File: config.mk
export PLATFORM = sky130hd
export DESIGN_NAME = multicycle_control_flat
export DESIGN_NICKNAME = d
export VERILOG_FILES = /design/src/rtl/ctrl_pkg.sv /design/src/rtl/multicycle_control_if.sv /design/src/rtl/ctrl_decode.sv /design/src/rtl/multicycle_control.sv /design/src/flat_wrapper.sv
export SDC_FILE = /design/constraint.sdc
export NUM_CORES = 1
export LEC_CHECK = 0
export BUFFER_PORTS_ARGS = -buffer_cell sky130_fd_sc_hd__clkbuf_2
export CAP_MARGIN = 20
export CORE_ASPECT_RATIO = 1.5
export CORE_MARGIN = 2
export CORE_UTILIZATION = 50
export DETAILED_ROUTE_END_ITERATION = 7
export PLACE_DENSITY = 0.74
export SLEW_MARGIN = 20
export SYNTH_ARGS = -nofsm -noshare
export SYNTH_HDL_FRONTEND = slang
export SYNTH_SLANG_ARGS = --single-unit
export TNS_END_PERCENT = 20
File: constraint.sdc
create_clock -name clk_i -period 2.5 [get_ports clk_i]
set_input_delay 0.375 -clock clk_i [delete_from_list [all_inputs] [get_ports clk_i]]
set_output_delay 0.375 -clock clk_i [all_outputs]
set_load 0.02 [all_outputs]
File: src/rtl/ctrl_pkg.sv
// Shared encodings for the multicycle control FSM: states, opcodes,
// instruction classes, ALUOp codes and the per-state control bundle.
package ctrl_pkg;

    typedef enum logic [2:0] {
        S_IDLE   = 3'd0,
        S_FETCH  = 3'd1,
        S_DECODE = 3'd2,
        S_EXEC   = 3'd3,
        S_MEM    = 3'd4,
        S_WB     = 3'd5,
        S_HALT   = 3'd6
    } state_e;

    localparam logic [6:0] OPC_R      = 7'b0110011;
    localparam logic [6:0] OPC_I      = 7'b0010011;
    localparam logic [6:0] OPC_LOAD   = 7'b0000011;
    localparam logic [6:0] OPC_STORE  = 7'b0100011;
    localparam logic [6:0] OPC_BRANCH = 7'b1100011;

    typedef enum logic [2:0] {
        CLS_NONE,
        CLS_R,
        CLS_I,
        CLS_LOAD,
        CLS_STORE,
        CLS_BRANCH
    } cls_e;

    localparam logic [1:0] ALUOP_MEM    = 2'b00;
    localparam logic [1:0] ALUOP_BRANCH = 2'b01;
    localparam logic [1:0] ALUOP_R      = 2'b10;
    localparam logic [1:0] ALUOP_I      = 2'b11;

    typedef struct packed {
        logic [1:0] alu_op;
        logic       alu_src;
        logic       reg_write;
        logic       mem_read;
        logic       mem_write;
        logic       mem_to_reg;
        logic       branch;
    } ctrl_t;

    // Moore controls for a state, given the class of the instruction in flight.
    function automatic ctrl_t ctrl_for(state_e s, cls_e c);
        ctrl_t r;
        r = '0;
        case (s)
            S_FETCH: r.mem_read = 1'b1;
            S_EXEC: begin
                case (c)
                    CLS_R:      r.alu_op = ALUOP_R;
                    CLS_I:      begin r.alu_op = ALUOP_I;   r.alu_src = 1'b1; end
                    CLS_LOAD,
                    CLS_STORE:  begin r.alu_op = ALUOP_MEM; r.alu_src = 1'b1; end
                    CLS_BRANCH: begin r.alu_op = ALUOP_BRANCH; r.branch = 1'b1; end
                    default:    r = '0;
                endcase
            end
            S_MEM: begin
                r.mem_read  = (c == CLS_LOAD);
                r.mem_write = (c == CLS_STORE);
            end
            S_WB: begin
                r.reg_write  = 1'b1;
                r.mem_to_reg = (c == CLS_LOAD);
            end
            default: r = '0;
        endcase
        return r;
    endfunction

endpackage

File: src/rtl/multicycle_control_if.sv
// Instruction/memory handshake and datapath control bus of the multicycle controller.
interface multicycle_control_if #(
    parameter int OP_W    = 7,
    parameter int ALUOP_W = 2
);
    logic               start_i;
    logic [OP_W-1:0]    Op_i;
    logic               mem_ready_i;
    logic [ALUOP_W-1:0] ALUOp_o;
    logic               ALUSrc_o;
    logic               RegWrite_o;
    logic               MemRead_o;
    logic               MemWrite_o;
    logic               MemtoReg_o;
    logic               Branch_o;
    logic               PCWrite_o;
    logic               IRWrite_o;

    modport master (
        output start_i, Op_i, mem_ready_i,
        input  ALUOp_o, ALUSrc_o, RegWrite_o, MemRead_o, MemWrite_o,
               MemtoReg_o, Branch_o, PCWrite_o, IRWrite_o
    );

    modport slave (
        input  start_i, Op_i, mem_ready_i,
        output ALUOp_o, ALUSrc_o, RegWrite_o, MemRead_o, MemWrite_o,
               MemtoReg_o, Branch_o, PCWrite_o, IRWrite_o
    );
endinterface

File: src/rtl/ctrl_decode.sv
// Combinational opcode classifier: maps an opcode to its instruction class
// and flags anything outside the supported set as illegal.
module ctrl_decode
    import ctrl_pkg::*;
#(
    parameter int OP_W = 7
) (
    input  logic [OP_W-1:0] op_i,
    output cls_e            cls_o,
    output logic            illegal_o
);

    always_comb begin
        // NOTE: default assignment first so every path drives cls_o and no latch is inferred.
        cls_o = CLS_NONE;
        case (op_i)
            OP_W'(OPC_R):      cls_o = CLS_R;
            OP_W'(OPC_I):      cls_o = CLS_I;
            OP_W'(OPC_LOAD):   cls_o = CLS_LOAD;
            OP_W'(OPC_STORE):  cls_o = CLS_STORE;
            OP_W'(OPC_BRANCH): cls_o = CLS_BRANCH;
            default:           cls_o = CLS_NONE;
        endcase
        illegal_o = (cls_o == CLS_NONE);
    end

endmodule

File: src/rtl/multicycle_control.sv
// Multicycle CPU control FSM with memory-wait timeout and sticky fault flags.
// Define CTRL_PERF_CNT_EN to add the retired-instruction counter and retired_o port.
module multicycle_control
    import ctrl_pkg::*;
#(
    parameter int OP_W    = 7,
    parameter int ALUOP_W = 2,
    parameter int TIMEOUT = 16,
    parameter int CNT_W   = 32
) (
    input  logic                  clk_i,
    input  logic                  rst_i,
    multicycle_control_if.slave   bus,
    output logic [2:0]            state_o,
    output logic                  illegal_o,
    output logic                  timeout_o
`ifdef CTRL_PERF_CNT_EN
    ,
    output logic [CNT_W-1:0]      retired_o
`endif
);

    localparam int WAIT_W = $clog2(TIMEOUT + 1);

    if (ALUOP_W < 2 || CNT_W < 1) begin : g_param_check
        $error("multicycle_control: ALUOP_W must be >= 2 and CNT_W >= 1");
    end

    state_e            state_q, state_d;
    state_e            retire_next;
    logic [OP_W-1:0]   op_q, op_d;
    logic [WAIT_W-1:0] wait_q, wait_d;
    logic              illegal_q, illegal_d;
    logic              timeout_q, timeout_d;
    ctrl_t             ctrl_q, ctrl_d;
    cls_e              cls;
    logic              op_bad;

    // The opcode register only loads in DECODE; classifying op_d covers both the
    // DECODE decision and the class of the instruction already held.
    assign op_d        = (state_q == S_DECODE) ? bus.Op_i : op_q;
    assign retire_next = bus.start_i ? S_FETCH : S_IDLE;

    ctrl_decode #(.OP_W(OP_W)) u_decode (
        .op_i      (op_d),
        .cls_o     (cls),
        .illegal_o (op_bad)
    );

    always_comb begin
        state_d   = state_q;
        wait_d    = '0;
        illegal_d = illegal_q;
        timeout_d = timeout_q;
        case (state_q)
            S_IDLE:   if (bus.start_i) state_d = S_FETCH;
            S_FETCH,
            S_MEM: begin
                // Ready on the final allowed cycle completes rather than faulting.
                if (bus.mem_ready_i) begin
                    if (state_q == S_FETCH)   state_d = S_DECODE;
                    else if (cls == CLS_LOAD) state_d = S_WB;
                    else                      state_d = retire_next;
                end else if (wait_q == WAIT_W'(TIMEOUT - 1)) begin
                    state_d   = S_HALT;
                    timeout_d = 1'b1;
                end else begin
                    wait_d = wait_q + WAIT_W'(1);
                end
            end
            S_DECODE: begin
                state_d   = op_bad ? S_HALT : S_EXEC;
                illegal_d = illegal_q | op_bad;
            end
            S_EXEC: begin
                if (cls == CLS_BRANCH)                  state_d = retire_next;
                else if (cls == CLS_R || cls == CLS_I)  state_d = S_WB;
                else                                    state_d = S_MEM;
            end
            S_WB:     state_d = retire_next;
            S_HALT:   state_d = S_HALT;
            default:  state_d = S_HALT;
        endcase
        ctrl_d = ctrl_for(state_d, cls);
    end

    always_ff @(posedge clk_i) begin
        // NOTE: sequential state uses non-blocking assignments so every flop samples pre-edge values.
        if (rst_i) begin
            state_q   <= S_IDLE;
            op_q      <= '0;
            wait_q    <= '0;
            illegal_q <= 1'b0;
            timeout_q <= 1'b0;
            ctrl_q    <= '0;
        end else begin
            state_q   <= state_d;
            op_q      <= op_d;
            wait_q    <= wait_d;
            illegal_q <= illegal_d;
            timeout_q <= timeout_d;
            ctrl_q    <= ctrl_d;
        end
    end

`ifdef CTRL_PERF_CNT_EN
    logic             retire;
    logic [CNT_W-1:0] retired_q, retired_d;

    assign retire = (state_q == S_WB)
                  || (state_q == S_EXEC && cls == CLS_BRANCH)
                  || (state_q == S_MEM && cls == CLS_STORE && bus.mem_ready_i);
    assign retired_d = retire ? retired_q + CNT_W'(1) : retired_q;

    always_ff @(posedge clk_i) begin
        if (rst_i) retired_q <= '0;
        else       retired_q <= retired_d;
    end

    assign retired_o = retired_q;
`endif

    assign bus.ALUOp_o    = ALUOP_W'(ctrl_q.alu_op);
    assign bus.ALUSrc_o   = ctrl_q.alu_src;
    assign bus.RegWrite_o = ctrl_q.reg_write;
    assign bus.MemRead_o  = ctrl_q.mem_read;
    assign bus.MemWrite_o = ctrl_q.mem_write;
    assign bus.MemtoReg_o = ctrl_q.mem_to_reg;
    assign bus.Branch_o   = ctrl_q.branch;
    // Instruction fetch completes in the ready cycle itself, so these two are Mealy.
    assign bus.PCWrite_o  = (state_q == S_FETCH) && bus.mem_ready_i;
    assign bus.IRWrite_o  = (state_q == S_FETCH) && bus.mem_ready_i;

    assign state_o   = state_q;
    assign illegal_o = illegal_q;
    assign timeout_o = timeout_q;

endmodule

File: src/flat_wrapper.sv
// flat-port wrapper written by rule: the top's interface ports become plain ports
module multicycle_control_flat import ctrl_pkg::*;
#(
    parameter int OP_W    = 7,
    parameter int ALUOP_W = 2,
    parameter int TIMEOUT = 16,
    parameter int CNT_W   = 32
)
  (clk_i, rst_i, state_o, illegal_o, timeout_o, bus_start_i, bus_Op_i, bus_mem_ready_i, bus_ALUOp_o, bus_ALUSrc_o, bus_RegWrite_o, bus_MemRead_o, bus_MemWrite_o, bus_MemtoReg_o, bus_Branch_o, bus_PCWrite_o, bus_IRWrite_o);
  multicycle_control_if #(.OP_W(OP_W), .ALUOP_W(ALUOP_W)) bus_i ();
  input  logic clk_i;
  input  logic rst_i;
  output logic [2:0] state_o;
  output logic illegal_o;
  output logic timeout_o;
  input wire logic [$bits(bus_i.start_i)-1:0] bus_start_i;
  input wire logic [$bits(bus_i.Op_i)-1:0] bus_Op_i;
  input wire logic [$bits(bus_i.mem_ready_i)-1:0] bus_mem_ready_i;
  output wire logic [$bits(bus_i.ALUOp_o)-1:0] bus_ALUOp_o;
  output wire logic [$bits(bus_i.ALUSrc_o)-1:0] bus_ALUSrc_o;
  output wire logic [$bits(bus_i.RegWrite_o)-1:0] bus_RegWrite_o;
  output wire logic [$bits(bus_i.MemRead_o)-1:0] bus_MemRead_o;
  output wire logic [$bits(bus_i.MemWrite_o)-1:0] bus_MemWrite_o;
  output wire logic [$bits(bus_i.MemtoReg_o)-1:0] bus_MemtoReg_o;
  output wire logic [$bits(bus_i.Branch_o)-1:0] bus_Branch_o;
  output wire logic [$bits(bus_i.PCWrite_o)-1:0] bus_PCWrite_o;
  output wire logic [$bits(bus_i.IRWrite_o)-1:0] bus_IRWrite_o;
  assign bus_i.start_i = bus_start_i;
  assign bus_i.Op_i = bus_Op_i;
  assign bus_i.mem_ready_i = bus_mem_ready_i;
  assign bus_ALUOp_o = bus_i.ALUOp_o;
  assign bus_ALUSrc_o = bus_i.ALUSrc_o;
  assign bus_RegWrite_o = bus_i.RegWrite_o;
  assign bus_MemRead_o = bus_i.MemRead_o;
  assign bus_MemWrite_o = bus_i.MemWrite_o;
  assign bus_MemtoReg_o = bus_i.MemtoReg_o;
  assign bus_Branch_o = bus_i.Branch_o;
  assign bus_PCWrite_o = bus_i.PCWrite_o;
  assign bus_IRWrite_o = bus_i.IRWrite_o;
  multicycle_control #(.OP_W(OP_W), .ALUOP_W(ALUOP_W), .TIMEOUT(TIMEOUT), .CNT_W(CNT_W)) u_core (.clk_i(clk_i), .rst_i(rst_i), .bus(bus_i), .state_o(state_o), .illegal_o(illegal_o), .timeout_o(timeout_o));
endmodule
# Word-level counts from Yosys, hierarchy flattened
# Index checks and enable logic that the tools add are counted.
# W data, S select, Z words.
# word_totals
output_inout_bits,15
wordCells,67
register_bits,25
# classes
eq_ne,20
muxes,17
add_sub_neg,1
reduce_logical,11
bitwise_logic,6
# ops
operator,count
$pmux W3 S5,2
$mux W3,7
$eq A3 B3 Y1 const B,6
$eq A3 B2 Y1 const B,5
$eq A7 B6 Y1 const B,2
$eq A3 B1 Y1 const B,3
$reduce_or A2 Y1,4
$eq A7 B2 Y1 const B,1
$eq A7 B5 Y1 const B,1
$eq A7 B7 Y1 const B,1
$mux W7,1
$logic_not A3 Y1,2
$pmux W2 S3,1
$add A5 B1 Y5 const B,1
$eq A5 B4 Y1 const B,1
$mux W1,5
$not A1 Y1,5
$reduce_or A4 Y1,1
$reduce_and A3 Y1,1
$reduce_or A3 Y1,1
$pmux W1 S2,1
$logic_and A1 B1 Y1,1
$logic_or A1 B1 Y1,1
$or A1 B1 Y1,1

# Depth between registers and ports, before layout
# logic_depth
ltp_word,12
ltp_mapped,8
mapped_depth_nobuf,8

# Cells and area by module
# A second synthesis with hierarchy kept.
# unflattened
hier_cells,123
area_unflattened_um2,1178.6
# modules_own_cells
module,area_per_inst_um2,seq_area_each_um2,instances,cells_per_inst
multicycle_control,1119.8,500.5,1,113
ctrl_decode,58.8,0.0,1,10

# Worst setup path after synthesis
# OpenSTA, ideal clock, no wires.
# synth_timing
path_kind,flip-flop to flip-flop
startpoint,register u_core.wait_q[0]
endpoint,register u_core.ctrl_q (netlist bit u_core.bus.MemtoReg_o)
period_less_slack_ns,1.986
setup_slack_ns,0.514
setup_ns,0.100
n_path_buf,0
stages_incl_launch_ff,8
arrival_time_ns,1.887
required_ns,2.400
cell_sequence,dfxtp_1 ha_1 and3_1 ha_1 or4_1 and3_4 o21a_4 a2111oi_4
# synth_between
elab_chain_cells,7
# synth_lines
element,line,rtl
from (decl),multicycle_control.sv:32,"logic [WAIT_W-1:0] wait_q, wait_d;"
from (signal assigned),multicycle_control.sv:99,wait_q <= wait_d;
$eq A5 B4 Y1,multicycle_control.sv:64,end else if (wait_q == WAIT_W'(TIMEOUT - 1)) begin
$mux W3,multicycle_control.sv:64,
$mux W3,multicycle_control.sv:60,if (bus.mem_ready_i) begin
$pmux W3 S5,multicycle_control.sv:55,case (state_q)
$eq A3 B3 Y1,ctrl_pkg.sv:49,case (s)
$not A1 Y1 (no source line),-,
$reduce_or A2 Y1 (no source line),-,
to (signal assigned),multicycle_control.sv:102,ctrl_q <= ctrl_d;
to (decl),multicycle_control.sv:35,"ctrl_t ctrl_q, ctrl_d;"
# Every way passes these cells.
# A chain may end at the register's enable or synchronous reset.

# Worst setup path after layout
# Ends and elaborated chain as after synthesis.

==> results.txt <==
The areal power density over the cells is 534 nW/um^2. The synthesized flop and latch total came out at 25. The setup TNS came out at 0 ps.

The max-slew headroom at the worst pin is 65.8%. The number of antenna violations at the first check in global routing came out at 0. The worst-case vdd ir drop came out at between 0.4 and 0.5 mV. The worst setup path is of the flop to flop kind. Cells with a size suffix above 1 make up between 20% and 30% of the layout. The final clock skew is 0.937 ps. The data arrival time of the critical path came out at 2360 ps.

Across the run, the number of max-cap violations was 0. The power consumption came out at 0.765 mW. The clock network power share is 23.4%. STA classifies the critical path endpoint as a flop. Clock tree synthesis inserted a total of 3 buffers. For this run, asynchronously set or reset flops after synthesis account for 0%. The count of routing violations after the opening detailed-route iteration came out at 33.

The vertical die dimension came out at around 67 um. The area of the multi-input gates came out at about 700 um^2. The CTS clock-pin slew for the worst setup and hold paths came out at 130 ps. At the pin with the least slew margin, the transition time is 511 ps.

The per-cell routed wire length came out at about 14 um. The most used flip-flop cell after synthesis is dfxtp_1. The average instance in the mapped netlist occupies 9.14 um^2. The DRC violation count after routing came out at 0. The first global-routing pass estimated 4420 um of wire. The worst setup path is launched from a flop.

In this run switching power makes up around 30% of total power. The maximum frequency from static timing analysis is approximately 470 MHz. The netlist area before placement is 1310 um^2. Registers are responsible for 56.9% of the overall power. The aggregate global routing overflow is 0. The detailed-routing iteration count for the pre-antenna-repair pass is 4. For this run, the post-layout net count is 179. The clock period minus final worst setup slack came out at 2130 ps. The aggregate routed wire length came out at approximately 2700 um. The floorplan step defined a die boundary enclosing 3050 um^2.

The clock tree from TritonCTS is done. The number of distinct library cells after synthesis is 54. The number of port buffers is 25. After synthesis, the cell types taking the most area are dfxtp_1 38%, nand2_1 4.9%, nor2_1 4.6%. The row count is 22. The number of nets handed over by synthesis was 156. The repair_antennas step left the layout with diodes totalling 0. The critical path data required time came out at around 2700 ps.

Along the worst path, the maximum fanout reaches 4. The sequential area share after synthesis came out at 38.3%. The combined global-route utilization of all metal layers is 19.5%. The number of sinks handled by clock tree synthesis came out at 25.

The routed layout has between 1000 and 1500 vias. The number of global-route vias before repair is ~1000. The detail route stage leaves a number of antenna-violating nets equal to 0. The net switching power came out at 0.229 mW. The number of top-level design ports is 26. The number of hold buffers added after CTS was 0. The post-CTS repair timing setup buffer count came out at 0. The pin count of the biggest net entering global routing came out at 19.

Setup repair after global routing left no endpoint under its margin. The effective utilization at floorplan is 52.8%. The final critical path takes up 85.2% of the cycle. In this run the static leakage power is roughly 0.56 nW.

The area added between synthesis and finish came out at 9.57%. Summed over all instances, the cell type with the most area after synthesis is dfxtp_1. The number of warnings reported in the yosys synthesis log is 0. The average vias per placed instance came out at 5.78. In this run, the combinational gates consume 19.7% of the power. The max-slew violation count was 0. The count of H-tree levels built during CTS is 1. CTS placed an instance of clkbuf_4 at the clock tree root. The number of hold-slack violations in the final timing report is 0.

The class of the most critical hold timing path is primary input to flop. The count of endpoints failing setup in the final report came out at 0. The insertion delay to the later sink of the worst-skew pair came out at between 300 and 400 ps. The number of fill cells came out at 221.

The region available for standard cell placement spans 2480 um^2. Counting flops with a built-in enable in the synthesized netlist gives 0. The run finished with clean final reports. The final cell utilization of the core is ~58%. The deepest clock path buffer count came out at 2. In this run, post-CTS repair resized a total of 0 instances. The area taken by flip-flops and latches is 500 um^2. The post-synthesis instance total is 143. The horizontal extent of the die came out at 45.8 um. The total half-perimeter wirelength after legalization and detailed placement is between 2000 and 2500 um. The area share of the largest cell type after synthesis is 38.3%. The cell-internal power came out at 0.536 mW. At the end of routability-driven placement, the weighted congestion stood at approximately 0.90.
-- final timing paths --
check	start	end	slack (ps)	cells after the start
worst max-delay path	u_core.wait_q[0]$_SDFF_PP0_	u_core.bus.MemtoReg_o$_SDFF_PP0_	370	7
worst min-delay path	bus_Op_i[3]	u_core.op_q[3]$_SDFF_PP0_	270	3
worst max register to register	u_core.wait_q[0]$_SDFF_PP0_	u_core.bus.MemtoReg_o$_SDFF_PP0_	370	7
worst min register to register	u_core.op_q[0]$_SDFF_PP0_	u_core.op_q[0]$_SDFF_PP0_	470	2
-- registers in the layout, summed over array words and instances (netlist names) --
register	count
u_core.illegal_o	1
u_core.state_o	3
u_core.bus.RegWrite_o	1
u_core.bus.MemWrite_o	1
u_core.bus.ALUOp_o	2
u_core.bus.ALUSrc_o	1
u_core.wait_q	5
u_core.op_q	7
u_core.bus.MemRead_o	1
u_core.bus.MemtoReg_o	1
u_core.timeout_o	1
u_core.bus.Branch_o	1
-- power by group through the flow --
stage | registers (mW) | clock network [mW] | logic [mW]
after floorplan | 0.442 | 0 | 0.122
after global placement | 0.443 | 0 | 0.147
after detailed placement | 0.444 | 0 | 0.151
after CTS | 0.435 | 0.185 | 0.151
after global routing | 0.438 | 0.199 | 0.166
final | 0.435 | 0.179 | 0.151
-- final cells by class --
type | instances | area share (%)
inverters | 5 | 1.31
flip-flops and latches | 25 | 34.9
clock buffers | 3 | 1.57
well taps | 24 | 2.10
repair buffers | 27 | 9.78
clock inverters | 1 | 0.349
multi-input cells | 104 | 50.0
-- per-layer routing --
| layer | up-vias | share of wire (%) | global-route usage (%) |
|---|---|---|---|
| met1 | 507 | 41 | 21.4 |
| met5 | - | 0 | 0 |
| met3 | 6 | 2.5 | 2.44 |
| met4 | 0 | 1.8 | 8.21 |
| met2 | 22 | 55 | 35.6 |
| li1 | 558 | - | - |
-- worst max-delay path, cell delays in order, from the launching register on --
cell,delay [ps]
dfxtp_1,350
ha_1,220
and3_1,180
ha_1,210
or4_1,490
and3_4,190
o21a_4,130
a2111oi_4,270
-- layout by cell type (no fill, tap or decap), types with 2 or more instances in the layout --
| master | synthesis | final |
|---|---|---|
| ha_1 | 2 | 2 |
| a21oi_1 | 10 | 10 |
| buf_4 | 1 | 2 |
| nor3_1 | 4 | 4 |
| and3_1 | 3 | 3 |
| o21bai_1 | 2 | 2 |
| nor2b_1 | 3 | 3 |
| dfxtp_1 | 25 | 25 |
| nand3_1 | 3 | 3 |
| clkbuf_2 | 0 | 25 |
| nor2_1 | 16 | 16 |
| inv_1 | 5 | 5 |
| clkbuf_4 | 1 | 3 |
| nand4_1 | 2 | 2 |
| o21ai_1 | 2 | 2 |
| nand4b_1 | 3 | 3 |
| mux2i_1 | 2 | 2 |
| nand2_1 | 17 | 17 |
| and4bb_2 | 2 | 2 |
-- Yosys cell counts, types with 2 or more instances --
cell type   n
nor2_1     16
nor2b_1     3
clkbuf_1    2
and3_1      3
nand2_1    17
a21oi_1    10
nand3_1     3
and4bb_2    2
mux2i_1     2
nand4b_1    3
o21bai_1    2
nor3_1      4
o21ai_1     2
inv_1       5
ha_1        2
dfxtp_1    25
buf_6       4
nand4_1     2
-- per-stage QoR --
step / instances / area [um^2] / hold WS (ps) / worst slack (ps)
final: 189 / 1430 / 271 / 369
after CTS: 189 / 1430 / 272 / 374
after global placement: 185 / 1410 / 430 / 475
after floorplan: 143 / 1310 / 418 / 514
after detailed placement: 185 / 1410 / 447 / 411
after global routing: 189 / 1430 / 285 / 264
-- kinds of logic after synthesis --
group / Yosys count / share of synthesized area [%]
fa+ha+maj: 2 / 1.91
mux: 2 / 1.53
flops: 25 / 38.3
compound gates: 30 / 19.1
buf+inv: 14 / 6.99
xor+xnor: 2 / 1.34
simple gates: 68 / 30.8
Note: power is estimated with default switching activity, not from simulation.
